<file path="src/rtl/fetch_ctrl.sv">
// Instruction-fetch sequencer: owns the PC, runs the imem request/ready handshake,
// hands instructions to decode and applies execute-stage redirects, halts and faults.
module fetch_ctrl #(
  parameter logic [31:0] RESET_PC = 32'h0000_0000,
  parameter int unsigned TIMEOUT  = 16
) (
  input  logic        clk,
  input  logic        rst,
  input  logic        start,
  input  logic        halt,
  output logic        imem_req,
  output logic [31:0] imem_addr,
  input  logic        imem_ready,
  input  logic [31:0] imem_rdata,
  output logic        inst_valid,
  output logic [31:0] inst,
  output logic [31:0] inst_pc,
  input  logic        inst_ready,
  input  logic        redirect,
  input  logic [31:0] redirect_pc,
  output logic        busy,
  output logic        fault,
  output logic [1:0]  fault_code
);

  typedef enum logic [2:0] {
    S_IDLE,
    S_FETCH,
    S_HOLD,
    S_HALTED,
    S_FAULT
  } state_e;

  localparam int unsigned CNT_W = (TIMEOUT < 2) ? 1 : $clog2(TIMEOUT + 1);
  localparam logic [CNT_W-1:0] CNT_LAST = (TIMEOUT == 0) ? '0 : CNT_W'(TIMEOUT - 1);

  localparam logic [1:0] FC_NONE     = 2'b00;
  localparam logic [1:0] FC_TIMEOUT  = 2'b01;
  localparam logic [1:0] FC_MISALIGN = 2'b10;

  state_e           state_q, state_d;
  logic [31:0]      pc_q, pc_d;
  logic [31:0]      inst_q, inst_d;
  logic [31:0]      inst_pc_q, inst_pc_d;
  logic             halt_pending_q, halt_pending_d;
  logic [CNT_W-1:0] wait_cnt_q, wait_cnt_d;
  logic [1:0]       fault_code_q, fault_code_d;

  // NOTE: every _d is given its hold value first so no path through the case leaves
  // a signal unassigned, which would otherwise infer a latch.
  always_comb begin
    state_d        = state_q;
    pc_d           = pc_q;
    inst_d         = inst_q;
    inst_pc_d      = inst_pc_q;
    halt_pending_d = halt_pending_q;
    wait_cnt_d     = wait_cnt_q;
    fault_code_d   = fault_code_q;

    case (state_q)
      S_IDLE: begin
        if (start) state_d = S_FETCH;
      end

      S_FETCH, S_HOLD: begin
        if (halt) halt_pending_d = 1'b1;

        // Redirect outranks both handshakes; whatever was fetched or offered is dropped.
        if (redirect) begin
          if (redirect_pc[1:0] != 2'b00) begin
            state_d      = S_FAULT;
            fault_code_d = FC_MISALIGN;
          end else begin
            pc_d       = redirect_pc;
            wait_cnt_d = '0;
            state_d    = S_FETCH;
          end
        end else if (state_q == S_FETCH) begin
          if (imem_ready) begin
            inst_d     = imem_rdata;
            inst_pc_d  = pc_q;
            wait_cnt_d = '0;
            state_d    = S_HOLD;
          end else if ((TIMEOUT != 0) && (wait_cnt_q == CNT_LAST)) begin
            state_d      = S_FAULT;
            fault_code_d = FC_TIMEOUT;
          end else begin
            wait_cnt_d = wait_cnt_q + CNT_W'(1);
          end
        end else if (inst_ready) begin
          pc_d    = pc_q + 32'd4;
          state_d = (halt_pending_q || halt) ? S_HALTED : S_FETCH;
        end
      end

      default: ;
    endcase
  end

  // NOTE: state registers use non-blocking assignments so every register samples the
  // pre-edge values of the others, regardless of statement order.
  always_ff @(posedge clk) begin
    if (rst) begin
      state_q        <= S_IDLE;
      pc_q           <= RESET_PC;
      inst_q         <= '0;
      inst_pc_q      <= '0;
      halt_pending_q <= 1'b0;
      wait_cnt_q     <= '0;
      fault_code_q   <= FC_NONE;
    end else begin
      state_q        <= state_d;
      pc_q           <= pc_d;
      inst_q         <= inst_d;
      inst_pc_q      <= inst_pc_d;
      halt_pending_q <= halt_pending_d;
      wait_cnt_q     <= wait_cnt_d;
      fault_code_q   <= fault_code_d;
    end
  end

  assign imem_req   = (state_q == S_FETCH);
  assign imem_addr  = pc_q;
  assign inst_valid = (state_q == S_HOLD);
  assign inst       = inst_q;
  assign inst_pc    = inst_pc_q;
  assign busy       = (state_q == S_FETCH) || (state_q == S_HOLD);
  assign fault      = (state_q == S_FAULT);
  assign fault_code = fault_code_q;

endmodule

</file>
<file path="config.mk">
export PLATFORM = sky130hd
export DESIGN_NAME = fetch_ctrl
export DESIGN_NICKNAME = d
export VERILOG_FILES = /design/src/rtl/fetch_ctrl.sv
export SDC_FILE = /design/constraint.sdc
export NUM_CORES = 1
export LEC_CHECK = 0
export ABC_AREA = 0
export CAP_MARGIN = 20
export CORE_MARGIN = 2
export CORE_UTILIZATION = 55
export DETAILED_ROUTE_END_ITERATION = 10
export DONT_BUFFER_PORTS = 1
export PLACE_DENSITY_LB_ADDON = 0.05
export SETUP_SLACK_MARGIN = 0.05
export SYNTH_ARGS = -nofsm -noshare
export SYNTH_HDL_FRONTEND = slang
export SYNTH_SLANG_ARGS = --single-unit
</file>
<file path="constraint.sdc">
create_clock -name clk -period 2.7 [get_ports clk]
set_input_delay 0.54 -clock clk [delete_from_list [all_inputs] [get_ports clk]]
set_output_delay 0.54 -clock clk [all_outputs]
set_load 0.03 [all_outputs]
</file>
# Word level (Yosys, flattened, before mapping)
# Cells that the tools add are included.
totals:
  input_bits: 71
  latchBits: 0
  mem_bits_ro: 0
  mem_count: 0
  ff_bits: 107
  mem_bits_rw: 0
op_classes:
  n_addsub: 2
  order_cmp: 0
  n_eq_ne: 12
  n_mux: 23
  reduce_logical: 15
  mul: 0
  div_mod_pow: 0
  shifts: 0
  bitwise_logic: 1
ops:
  columns: ["cell", "count"]
  rows:
  - ["two-way mux 32 bit", 4]
  - ["adder 32 x 3 -> 32 bit, second input constant", 1]
  - ["two-way mux 5 bit", 5]
  - ["two-way mux 3 bit", 7]
  - ["AND reduction 4 bit", 4]
  - ["two-way mux 2 bit", 6]
  - ["nonzero test 2 bit", 5]
  - ["inequality test 2 x 1 -> 1 bit, second input constant", 3]
  - ["case mux 3 bit (2 select lines)", 1]
  - ["adder 5 x 1 -> 5 bit, second input constant", 1]
  - ["equality test 5 x 4 -> 1 bit, second input constant", 1]
  - ["inequality test 5 bit, second input constant", 1]
  - ["AND reduction 5 bit", 1]
  - ["inequality test 2 bit, second input constant", 2]
  - ["inequality test 4 bit, second input constant", 1]
  - ["equality test 3 x 1 -> 1 bit, second input constant", 1]
  - ["equality test 3 x 2 -> 1 bit, second input constant", 1]
  - ["equality test 3 bit, second input constant", 1]
  - ["zero test 3 bit", 1]
  - ["inequality test 3 bit, second input constant", 1]
  - ["logical OR 1 bit", 2]
  - ["AND reduction 2 bit", 1]
  - ["OR reduction 2 bit", 1]
  - ["NOT 1 bit", 1]

# Logic depth before layout (Yosys ltp)
logic_depth:
  depth_word: 6
  mapped_depth: 8

# Worst setup path after synthesis
# OpenSTA, ideal clock, no wires.
synth_path:
  path_type: "reg2reg"
  from: "reg state_q[0]"
  to: "reg inst_q[0] (netlist: inst[0])"
  n_path_buf: 3
  arrival_ns: 2.062
  synth_period_minus_slack_ns: 2.194
  required_time_ns: 2.568
  slack_ns: 0.506
  path_stages_with_launch: 8
  path_cell_list: "dfxtp_1 > buf_2 > nor3b_1 > nand3b_1 > buf_2 > buf_1 > nand2_1 > a21oi_1"
synth_via:
  elab_chain_cells: 3
synth_lines:
  columns: ["element", "line_no", "rtl"]
  rows:
  - ["from (decl)", "41", "state_e state_q, state_d;"]
  - ["from (signal assigned)", "112", "state_q <= state_d;"]
  - ["equality test 3 x 1 -> 1 bit (*)", null, null]
  - ["via imem_req", "11", "output logic imem_req,"]
  - ["OR reduction 2 bit", "60", "case (state_q)"]
  - ["AND reduction 4 bit (no source line) (*)", null, null]
  - ["to (signal assigned)", "114", "inst_q <= inst_d;"]
  - ["to (decl)", "43", "logic [31:0] inst_q, inst_d;"]
# Mark *: on every way through the listed nets, which the timed path passes. The rest lies on a longest branch.
# A chain may end at the register's enable or synchronous reset.

# Final worst setup path
layout_path:
  from: "reg state_q[2]"
  to: "out busy"
layout_via:
  elab_chain_cells: 2
layout_lines:
  columns: ["element", "line_no", "rtl"]
  rows:
  - ["equality test 3 x 1 -> 1 bit or equality test 3 x 2 -> 1 bit (tied branches)", "127", "assign busy = (state_q == S_FETCH) || (state_q == S_HOLD);"]
  - ["logical OR 1 bit (*)", "127", null]
  - ["to (decl)", "21", "output logic busy,"]
# Every way passes the cells marked *; elsewhere a longest branch is shown, timed or not.

==> metrics.cfg <==
[run_status]
status = finished, final reports clean

[logic_synthesis]
avgSynthCellArea_um2 = 7.80
ys.flop_type = dfxtp_1
async_flop_share = 0
synth_area_leaders = dfxtp_1 (43%), nand2_1 (12%), a21oi_1 (9.5%)
synthCells = 635
yosys_warnings = 0
synth_top_area_share = 0.433
ys_seq_area_frac = 0.433
syn_nets = 709
synth_area_leader_cell = dfxtp_1
yosysMostFrequentCell = nand2_1
syn_area_mm2 = 0.00495
ys_top_cells_by_count = nand2_1 (152), dfxtp_1 (107), a21oi_1 (94)
synth-seq-cells = 107
yosys.cell_types.count = 57
synth_edf_count = 0

[power]
power_frac_comb = 0.087
leakagePower_nw = 1.79
p_sw_mw = 0.837
internal_power_mw = 2.06
cellPowerDensity_mw_per_mm2 = 556
ir_drop_mv = 0.355
netSwitchingFraction = 0.289
pwr-share-clk = 0.323
pwr-share-seq = 0.589
total_power_mw = 2.90

[placed_design]
dp_hpwl_mm = 8.95
preCtsSetupSlack_ns = 0.581
dp_cells = 717
gp_congestion = 0.879
portBuffers = 0

[floorplanning]
num_rows = 34
coreArea_mm2 = 0.00872
io_pins = 173
die_area_mm2 = 0.00978
start_util = 0.568
chipWidth_um = 98.9
die_h_um = 98.9

[hold_path]
hold_depth = 1
holdCritPathClass = input port to flip-flop

[grt]
antenna_found_initial = 0
first_global_vias = 4248
grt_use_total = 0.263
grt_max_degree = 105
grt_pass1_wl_mm = 21.2
grt-ovfl-total = 0

[cts]
cts_resized = 0
cts_made_buffers = 9
cts_sinks = 107
post-cts-setup-buffer-count = 0
cts_max_level = 3
holdBufCountCts = 0
cts_tree = yes
cts_root_buf = clkbuf_8
clockBufferDepth = 2
path_clk_slew_ns = 0.11
clk_latency_ns = 0.37

[layout]
fin_cells = 733
drive_gt1_frac = 0.0784
nets = 694
fillers = 846
area_growth_pct = 5.33
diodes = 0

[setup_path]
start_kind = flip-flop
critPathRequiredTime_ns = 2.16
r2r_cells = 5
cp.arrival_ns = 1.79
crit_fanout = 10
path_class = flip-flop to primary output
cp-end-kind = primary output

[timing]
finalCritPeriodShare = 0.863
layout_setup_ws_ns = 0.371
maxSlewViolCount = 0
fmax_mhz = 429
skew_ns = 0.0183
rsz0062_at_grt = no
worst_pin_slew_ns = 0.661
finalSetupViolCount = 0
slew_headroom = 0.555
tns_ns = 0
whs_ns = 0.230
timing.final.crit_period_ns = 2.33
finalHoldViolations = 0

[detailed_routing]
routed_wl_mm = 13.1
drc = 0
viasPerCell = 6.10
ant_nets = 0
wl_per_cell_um = 17.8
drt_pass1_iterations = 5
drt_iter0_markers = 235
vias = 4470

[run]
cap_violations = 0

## cell families after synthesis
logic type | after synthesis | share of synthesized area
buffers and inverters | 56 | 0.0526
AND/OR/NAND/NOR | 295 | 0.281
XOR/XNOR | 2 | 0.00506
multiplexers | 6 | 0.0124
flip-flops | 107 | 0.433
AO/OA/AOI/OAI | 166 | 0.209
adder cells (fa/ha/maj) | 3 | 0.00758
## critical path: stages, from the launching register on
cell	delay (ns)
dfxtp_1	0.63
clkinv_1	0.36
nand2_1	0.24
inv_1	0.19
## area by class of cell
type,count,area (um2),share of cell area
Clock buffer,10,128,0.0245
Timing Repair Buffer,22,165,0.0317
Clock inverter,6,58.8,0.0113
Tap cell,108,135,0.0259
Inverter,8,30.0,0.00576
Sequential cell,107,2140,0.411
Multi-Input combinational cell,472,2560,0.490
## state kept, by name (all words and copies together) (netlist names)
name	flops
imem_addr	32
halt_pending_q	1
state_q	3
wait_cnt_q	5
inst_pc	32
inst	32
fault_code	2
## power groups by stage
stage	registers [mW]	logic [mW]	clock network [mW]
floorplan	1.73	0.244	0
global placement	1.74	0.247	0
detailed placement	1.75	0.253	0
CTS	1.71	0.254	0.963
global route	1.72	0.283	1.02
finish	1.71	0.254	0.939
## per-layer routing
layer  routed length, um  track usage
met1                5350        0.355
met2                6140        0.416
met3                1360       0.0858
met4                 204       0.0569
met5                   0            0
## cell usage in the layout, fill, tap and decap left out, drive strengths merged, types with 6 or more instances in the layout
cell	netlist	final
buf	28	22
nor2	44	44
a22oi	7	7
nor4	8	8
dfxtp	107	107
nand4	12	12
clkbuf	20	10
inv	7	9
o21ai	18	18
o221ai	6	6
a32o	6	6
nand3	17	17
and3	17	17
nor3	16	16
a21oi	94	94
nand2	152	152
nand2b	6	6
## stage by stage
stage	area, um2	utilization
2_1_floorplan	4950	-
3_3_place_gp	5030	0.577
3_5_place_dp	5030	0.577
4_1_cts	5220	0.598
5_1_grt	5220	0.598
6_report	5220	0.598
## final timing paths
kind / startpoint / endpoint / slack, ns
setup / recovery: state_q[2]$_SDFFE_PP0P_ / busy / 0.37
hold / removal: rst / inst_pc[31]$_SDFFE_PP0P_ / 0.23
setup reg to reg: imem_addr[5]$_SDFFE_PP0P_ / imem_addr[18]$_SDFFE_PP0P_ / 0.54
hold reg to reg: wait_cnt_q[4]$_SDFFE_PP0P_ / wait_cnt_q[4]$_SDFFE_PP0P_ / 0.46
No activity file was read; power rests on OpenSTA's default activity.
